## config.mk

```make
export PLATFORM = sky130hd
export DESIGN_NAME = memory_dp_param
export DESIGN_NICKNAME = d
export VERILOG_FILES = /design/src/rtl/memory_dp_param.sv
export SDC_FILE = /design/constraint.sdc
export NUM_CORES = 1
export LEC_CHECK = 0
export CORE_ASPECT_RATIO = 1.1
export CORE_MARGIN = 2
export CORE_UTILIZATION = 50
export CTS_CLUSTER_SIZE = 20
export DETAILED_ROUTE_END_ITERATION = 10
export GPL_TIMING_DRIVEN = 0
export HOLD_SLACK_MARGIN = 0.1
export PLACE_DENSITY = 0.74
export SYNTH_ARGS = -nofsm -noshare
export SYNTH_HDL_FRONTEND = slang
export SYNTH_SLANG_ARGS = --single-unit
export TNS_END_PERCENT = 30
```

## constraint.sdc

```tcl
create_clock -name clk -period 13.8 [get_ports clk]
set_clock_uncertainty 0.05 [all_clocks]
set_input_delay 2.76 -clock clk [delete_from_list [all_inputs] [get_ports clk]]
set_output_delay 2.76 -clock clk [all_outputs]
set_load 0.1 [all_outputs]
```

## src/rtl/memory_dp_param.sv

```systemverilog
`default_nettype none
// ============================================================================
// Module  : memory_dp_param
// Purpose : Simple dual-port RAM (one write port, one read port) with
//           per-byte write enables, a 2-cycle registered read with a valid
//           flag, selectable read-during-write bypass and an optional
//           post-reset clear sequence that zeroes every word.
// Ports   : clk, reset       - clock, synchronous active-high reset
//           wr_vld/wr_address/wr_data/wr_be - write request, byte enables
//           rd_vld/rd_address                - read request
//           ready            - low while the clear sequence runs
//           rd_data/rd_data_vld              - registered read result
// Revision: 1.0 - initial release
// ============================================================================
module memory_dp_param #(
  parameter int WIDTH      = 32,
  parameter int DEPTH      = 9,
  parameter int ADDR_W     = 4,
  parameter int BYPASS     = 1,
  parameter int INIT_CLEAR = 1
) (
  input  logic                 clk,
  input  logic                 reset,
  input  logic                 wr_vld,
  input  logic [ADDR_W-1:0]    wr_address,
  input  logic [WIDTH-1:0]     wr_data,
  input  logic [WIDTH/8-1:0]   wr_be,
  input  logic                 rd_vld,
  input  logic [ADDR_W-1:0]    rd_address,
  output logic                 ready,
  output logic [WIDTH-1:0]     rd_data,
  output logic                 rd_data_vld
);

  localparam int                NBYTES    = WIDTH / 8;
  // One extra bit so the range check also works when DEPTH == 2**ADDR_W.
  localparam logic [ADDR_W:0]   DEPTH_W   = (ADDR_W + 1)'(DEPTH);
  localparam logic [ADDR_W-1:0] LAST_ADDR = ADDR_W'(DEPTH - 1);

  typedef enum logic [0:0] {
    S_CLEAR = 1'b0,
    S_IDLE  = 1'b1
  } state_t;

  state_t              state_q, state_d;
  logic [ADDR_W-1:0]   cnt_q, cnt_d;
  logic [ADDR_W-1:0]   rd_addr_q, rd_addr_d;
  logic                rd_pend_q, rd_pend_d;
  logic [WIDTH-1:0]    rd_data_q, rd_data_d;
  logic                rd_data_vld_q, rd_data_vld_d;

  logic [WIDTH-1:0]    mem [DEPTH];
  logic [WIDTH-1:0]    be_mask;
  logic                wr_en;
  logic                clr_en;
  logic                rd_in_range;
  logic                collide;
  logic [WIDTH-1:0]    old_word;
  logic [WIDTH-1:0]    rd_word;

  assign ready       = (state_q == S_IDLE);
  assign rd_data     = rd_data_q;
  assign rd_data_vld = rd_data_vld_q;

  // Out-of-range writes are dropped rather than wrapped onto a real word.
  assign wr_en  = ready & wr_vld & ({1'b0, wr_address} < DEPTH_W);
  assign clr_en = (state_q == S_CLEAR) & ~reset;

  generate
    for (genvar i = 0; i < NBYTES; i++) begin : g_byte
      assign be_mask[8*i +: 8] = {8{wr_be[i]}};
    end
  endgenerate

  // Storage: the clear sequence owns the array while it runs (ready is low,
  // so wr_en cannot fire at the same time).
  always_ff @(posedge clk) begin
    if (clr_en) begin
      mem[cnt_q] <= '0;
    end else if (wr_en) begin
      mem[wr_address] <= (mem[wr_address] & ~be_mask) | (wr_data & be_mask);
    end
  end

  // Second read stage: the array is sampled at the same edge a write may
  // land, so without forwarding the result is the pre-write word.
  assign rd_in_range = ({1'b0, rd_addr_q} < DEPTH_W);
  assign old_word    = rd_in_range ? mem[rd_addr_q] : '0;

  generate
    if (BYPASS != 0) begin : g_bypass
      assign collide = wr_en & (wr_address == rd_addr_q);
    end else begin : g_no_bypass
      assign collide = 1'b0;
    end
  endgenerate

  assign rd_word = collide ? ((old_word & ~be_mask) | (wr_data & be_mask))
                           : old_word;

  always_comb begin
    state_d       = state_q;
    cnt_d         = cnt_q;
    rd_addr_d     = rd_addr_q;
    rd_pend_d     = 1'b0;
    rd_data_d     = rd_data_q;
    rd_data_vld_d = 1'b0;

    if (state_q == S_CLEAR) begin
      cnt_d = cnt_q + ADDR_W'(1);
      if (cnt_q == LAST_ADDR) begin
        state_d = S_IDLE;
        cnt_d   = '0;
      end
    end

    // First read stage: capture the request.
    if (ready && rd_vld) begin
      rd_addr_d = rd_address;
      rd_pend_d = 1'b1;
    end

    // Second read stage: produce exactly one valid result per request.
    if (rd_pend_q) begin
      rd_data_d     = rd_word;
      rd_data_vld_d = 1'b1;
    end
  end

  always_ff @(posedge clk) begin
    if (reset) begin
      state_q       <= (INIT_CLEAR != 0) ? S_CLEAR : S_IDLE;
      cnt_q         <= '0;
      rd_addr_q     <= '0;
      rd_pend_q     <= 1'b0;
      rd_data_q     <= '0;
      rd_data_vld_q <= 1'b0;
    end else begin
      state_q       <= state_d;
      cnt_q         <= cnt_d;
      rd_addr_q     <= rd_addr_d;
      rd_pend_q     <= rd_pend_d;
      rd_data_q     <= rd_data_d;
      rd_data_vld_q <= rd_data_vld_d;
    end
  end

endmodule
`default_nettype wire

```

==> results of run 1 <==
worst register-to-register path: stages, from the launching register on:
cell and delay, ns:
dfxtp_1 0.33, buf_2 0.21, nor2_1 0.96, clkbuf_1 0.77, a22o_1 0.25, o31a_1 0.16
o2bb2ai_1 0.08
synthesized netlist by cell type, types with 8 or more instances:
cell       number  area, sq um
mux4_2         65         1460
o2bb2ai_1      28          245
inv_1          37          139
a22o_1         57          499
o31ai_1        29          218
a21oi_1        69          345
dfxtp_1        47          941
mux2_2         30          338
o21ai_1        32          160
edfxtp_1      288         8650
mux2i_1       118         1180
buf_6          12          135
buf_2          11         55.1
and2_1          8         50.1
nand2_1        70          263
clkbuf_1       59          221
o31a_1         32          280
nor2_1         79          297
o311ai_1       30          263
worst max-delay path by stage:
stage	to	slack, ns	depth (start not counted)
finish	mem[2][3]	8.47	7
floorplan	mem[8][0]	6.51	5
global placement	mem[8][29]	2.93	5
CTS	mem[2][2]	8.55	7
detailed placement	mem[2][26]	8.02	7
global route	mem[3][2]	8.39	7
state kept, by name, summed over array words and instances, names as in the netlist, named ones only:
register / flops
mem: 288
rd_pend_q: 1
rd_data: 32
cnt_q: 4
ready: 1
rd_data_vld: 1
rd_addr_q: 4
cell families (layout without fill, tap and decap cells):
group | Yosys count | count (layout) | share of synthesized area
AO/OA/AOI/OAI | 304 | 304 | 0.135
AND/OR/NAND/NOR | 179 | 179 | 0.0459
XOR/XNOR | 4 | 4 | 0.00326
flip-flops | 335 | 335 | 0.581
multiplexers | 218 | 218 | 0.189
adder cells (fa/ha/maj) | 2 | 2 | 0.00151
buffers and inverters | 138 | 290 | 0.0451
cell usage in the layout, fill, tap and decap left out, types with 3 or more instances in the layout:
master / netlist / final
a21oi_1: 69 / 69
inv_1: 37 / 37
nand3_1: 6 / 6
o31ai_1: 29 / 29
clkbuf_1: 59 / 64
a211oi_1: 7 / 7
a31oi_1: 4 / 4
buf_4: 5 / 9
xnor2_1: 3 / 3
nor2_1: 79 / 71
buf_2: 11 / 11
buf_1: 7 / 7
clkinv_1: 0 / 8
o31a_1: 32 / 32
nand2_1: 70 / 70
clkinv_2: 0 / 6
nor2b_1: 6 / 6
o21ai_1: 32 / 32
a221o_1: 4 / 4
clkdlybuf4s50_1: 0 / 73
o21ai_0: 3 / 3
bufinv_16: 0 / 4
mux4_1: 5 / 5
and2_1: 8 / 8
clkbuf_16: 0 / 36
o2bb2ai_1: 28 / 28
mux4_2: 65 / 65
a22o_1: 57 / 57
buf_6: 12 / 14
o311ai_1: 30 / 30
mux2_2: 30 / 30
dfxtp_1: 47 / 47
nor3_1: 4 / 4
buf_12: 5 / 10
buf_16: 0 / 4
edfxtp_1: 288 / 288
nor2_4: 0 / 8
mux2i_1: 118 / 118
final cells by class:
cell class	instances	area, sq um
multi-input cells	707	6250
clock buffers	42	933
well taps	426	533
inverters	37	139
clock inverters	22	221
fillers	2518	13200
flip-flops and latches	335	9590
plain buffers	101	606
repair buffers	88	993
report_power, final:
part           internal (W)  leakage [nW]  total (W)  switching, W
combinational     0.0000668          2.42   0.000157     0.0000907
sequential          0.00111          3.27    0.00112    0.00000896
clock              0.000561         0.565   0.000956      0.000396
layer usage:
layer  GRT usage  up-vias  part of all wire
met3      0.0579      161              0.11
met4       0.122        0             0.046
met1       0.384     5795              0.38
met5           0        -                 0
li1            -     4931                 -
met2       0.460      819              0.47
metrics by stage:
stage,utilization,worst slack (ns)
global route,0.593,8.39
CTS,0.593,8.55
finish,0.593,8.47
global placement,0.548,2.93
floorplan,-,6.51
detailed placement,0.558,8.02
==> flow_metrics.py, run 1 <==
metrics = {
    "status": {
        "status": "finished, final reports clean",
    },
    "layout": {
        "drive_gt1_frac": 0.157,
        "finalNonFillerCells": 1758,
        "nets": 1355,
        "n_antenna_cell": 0,
        "area_delta_synth_final_pct": 16.6,
        "final_cell_area_sq_um": 19300,
    },
    "placed_design": {
        "place_area_sq_um": 18100,
        "dpl.hpwl_um": 32700,
        "gp_congestion": 0.895,
        "dp.cells": 1694,
        "port_buffers": 73,
    },
    "routing": {
        "via_count": 11700,
        "drcViolationCount": 0,
        "drtIter0Drc": 1464,
        "drt_wl_total_um": 49800,
        "dr.pass1.iters": 7,
        "via_per_inst": 6.66,
        "ant_nets": 0,
        "avgRoutedWirePerCell_um": 28.3,
    },
    "worst_setup_path": {
        "critical_path_class": "in -> reg",
        "startpoint": "wr_address[3]",
        "slowest_delay_ns": 0.83,
        "reg2reg_depth": 6,
        "crit_fanout": 17,
        "cp-start-kind": "primary input",
        "critPathSlowestCell": "nor2_4",
        "path_buf_inv": 3,
        "reg2reg_slack_ns": 10.89,
        "reg2reg_to": "rd_data[11]",
        "cp-end-kind": "register",
        "critical_path.top_delay_family": "buffers and inverters",
        "worstPathRequired_ns": 13.97,
        "crit_chain": "clkdlybuf4s50_1 > and3b_1 > clkbuf_1 > a211oi_1 > o22ai_1 > nor2_4 > buf_16",
        "cp.arrival_ns": 5.50,
    },
    "cts": {
        "cts_tree": "built",
        "cts_hold_buf": 0,
        "h-tree-depth": 2,
        "cts_root_buffer": "clkbuf_16",
        "cts_setup_buffers": 0,
        "cts_made_buffers": 35,
        "cts_resized": 0,
        "clk_pin_slew_ns": 0.06,
        "clock_latency_ns": 0.53,
        "cts_buffer_depth": 3,
        "clkSinkCount": 335,
    },
    "worst_hold_path": {
        "min_path_cells": 2,
        "holdPathEnd": "rd_data[30]",
        "hp-class": "reg -> reg",
        "min-delay-start": "rd_data[30]",
    },
    "timing": {
        "final_hold_viol_count": 0,
        "maxClockFrequency_ghz": 0.188,
        "tightest_slew_ns": 1.28,
        "fin_setup_tns_ns": 0,
        "max_slew_margin": 0.138,
        "fin_crit_ns": 5.33,
        "setup_viol": 0,
        "min_period_over_period": 0.386,
        "rsz0062_at_grt": "no",
        "whs_ns": 0.481,
        "drv_slew": 0,
    },
    "global_route": {
        "grt.total_usage": 0.288,
        "grt_max_degree": 23,
        "antenna_found_initial": 0,
        "grt_pass1_wl_um": 72600,
        "grt_pass1_vias": 11700,
        "overflow": 0,
    },
    "floorplanning": {
        "die_h_um": 195,
        "die_area_sq_um": 34500,
        "rows": 69,
        "start_util": 0.509,
        "fp.dieW_um": 177,
        "coreArea_sq_um": 32500,
        "ioPinCount": 82,
    },
    "yosys": {
        "syn_inst": 1180,
        "synth_edf_count": 288,
        "synth-warning-count": 0,
        "async_reset_ff_frac": 0,
        "netlist-cell-type-count": 46,
        "syn_area_sq_um": 16500,
        "ys_seq_elements": 335,
        "seq_area_frac_synth": 0.581,
        "ys.flop_type": "edfxtp_1",
        "synth_nets": 1230,
        "avgSynthCellArea_sq_um": 14.0,
    },
    "power_and_ir_drop": {
        "p_leak_nw": 6.26,
        "power_density_nw_per_um2": 116,
        "vdd_ir_drop_max_v": 0.0000713,
        "total_power_w": 0.00223,
    },
    "job": {
        "max_cap_viol_count": 0,
    },
}
No activity file was read; power rests on OpenSTA's default activity.
==> run 2, diff against run 1 <==
==> constraint.sdc (replaced) <==
create_clock -name clk -period 5.4 [get_ports clk]
set_clock_uncertainty 0.05 [all_clocks]
set_input_delay 1.08 -clock clk [delete_from_list [all_inputs] [get_ports clk]]
set_output_delay 1.08 -clock clk [all_outputs]
set_load 0.1 [all_outputs]
==> flow_metrics.py, run 2 (same netlist as run 1, synthesis figures left out) <==
metrics = {
    "global_route": {
        "antenna_found_initial": 0,
        "met2_usage": 0.468,
        "grt_use_met1": 0.392,
        "grt_pass1_wl_um": 74200,
        "grt.busiest_layer": "met2",
        "use_met3": 0.0554,
        "overflow": 0,
        "grt_pass1_vias": 11900,
        "grt.total_usage": 0.293,
        "grt_max_degree": 22,
    },
    "routing": {
        "via_count": 11800,
        "via_per_inst": 6.74,
        "ant_nets": 0,
        "drtIter0Drc": 1549,
        "drt_wl_total_um": 50300,
        "dr.pass1.iters": 5,
        "drcViolationCount": 0,
        "avgRoutedWirePerCell_um": 28.7,
    },
    "timing": {
        "fin_crit_ns": 3.75,
        "final_hold_viol_count": 0,
        "setup_viol": 0,
        "max_slew_margin": 0.147,
        "tightest_slew_ns": 1.27,
        "drv_slew": 0,
        "rsz0062_at_grt": "no",
        "maxClockFrequency_ghz": 0.267,
        "min_period_over_period": 0.695,
    },
    "layout": {
        "fillers": 2542,
        "fin_util": 0.591,
        "final_cell_area_sq_um": 19200,
        "mostFrequentLayoutCell": "edfxtp_1",
        "finalNonFillerCells": 1754,
        "drive_gt1_frac": 0.152,
        "nets": 1353,
        "n_antenna_cell": 0,
        "area_delta_synth_final_pct": 16.2,
        "largest_register": "mem",
        "largest_register_ffs": 288,
        "final_cell_mix": "288 x edfxtp_1, 118 x mux2i_1, 74 x clkbuf_1",
    },
    "worst_hold_path": {
        "hp-class": "reg -> reg",
        "min-delay-start": "rd_data[30]",
    },
    "cts": {
        "cts_resized": 0,
        "cts_tree": "built",
        "cts_buffer_depth": 3,
        "cts_setup_buffers": 0,
        "h-tree-depth": 2,
        "clock_latency_ns": 0.52,
        "cts_hold_buf": 0,
        "cts_root_buffer": "clkbuf_16",
        "cts_made_buffers": 36,
        "clk_pin_slew_ns": 0.06,
        "clkSinkCount": 335,
    },
    "worst_setup_path": {
        "startpoint": "wr_address[3]",
        "critical_path_class": "in -> reg",
        "crit_fanout": 20,
        "cp-end-kind": "register",
        "cp-start-kind": "primary input",
        "cp.arrival_ns": 3.92,
        "worstPathRequired_ns": 5.57,
    },
    "floorplanning": {
        "coreArea_sq_um": 32500,
        "rows": 69,
        "start_util": 0.509,
        "ioPinCount": 82,
        "die_area_sq_um": 34500,
        "fp.dieW_um": 177,
        "die_h_um": 195,
    },
    "status": {
        "status": "finished, final reports clean",
    },
    "placed_design": {
        "port_buffers": 73,
        "place_area_sq_um": 18100,
        "gp_congestion": 0.888,
        "dpl.hpwl_um": 32800,
        "dp.cells": 1691,
    },
    "job": {
        "max_cap_viol_count": 0,
    },
    "power_and_ir_drop": {
        "power_density_nw_per_um2": 292,
        "vdd_ir_drop_max_v": 0.000239,
        "p_leak_nw": 6.21,
    },
}
run 2: changes by cell type in the layout (fill, tap and decap cells not counted), sizes merged:
cell / before / now
clkbuf: 101 / 114
clkinv: 15 / 7
buf: 57 / 54
bufinv: 4 / 1
inv: 39 / 37
clkinvlp: 1 / 0
run 2: power by group:
part	switching (W)	total, W	internal [W]
sequential	0.0000233	0.00285	0.00283
combinational	0.000237	0.000413	0.000176
clock	0.000990	0.00234	0.00135
run 2: critical path, stage by stage:
cell             delay, ns
clkdlybuf4s50_1       0.69
and3b_1               0.22
clkbuf_1              0.17
a211oi_1              0.27
o22ai_1               0.32
nor2_4                0.89
buf_16                0.25
run 2: routing by layer:
| metal | share of wire | vias to the layer above |
|---|---|---|
| li1 | - | 4938 |
| met1 | 0.38 | 5945 |
| met2 | 0.47 | 784 |
| met3 | 0.11 | 150 |
| met4 | 0.042 | 0 |
| met5 | 0 | - |
run 2: area by class of cell:
cell class,instances,area (sq um),share of cell area
buffer,101,606,0.0316
clock buffer,55,1020,0.0533
clock inverter,8,63.8,0.00333
inverter,37,139,0.00724
multi-input combinational,707,6260,0.326
sequential,335,9590,0.500
tap,426,533,0.0278
timing repair buffer,85,978,0.0510
run 2: path summary, 6_finish.rpt:
path / endpoint / slack (ns) / cells after the start
hold / removal: rd_data[30] / 0.49 / 2
hold reg to reg: rd_data[30] / 0.49 / 2
setup reg to reg: rd_data[1] / 2.47 / 6
setup / recovery: mem[1][2] / 1.65 / 7
run 2: stage by stage:
stage	hold WS [ns]	TNS (ns)	total power (W)	worst slack (ns)
after floorplan	0.426	0	0.00314	1.16
after global placement	0.451	-194.72	0.00328	-1.03
after detailed placement	0.475	0	0.00331	1.13
after CTS	0.486	0	0.00560	1.66
after global routing	0.501	0	0.00572	1.56
final	0.488	0	0.00561	1.65
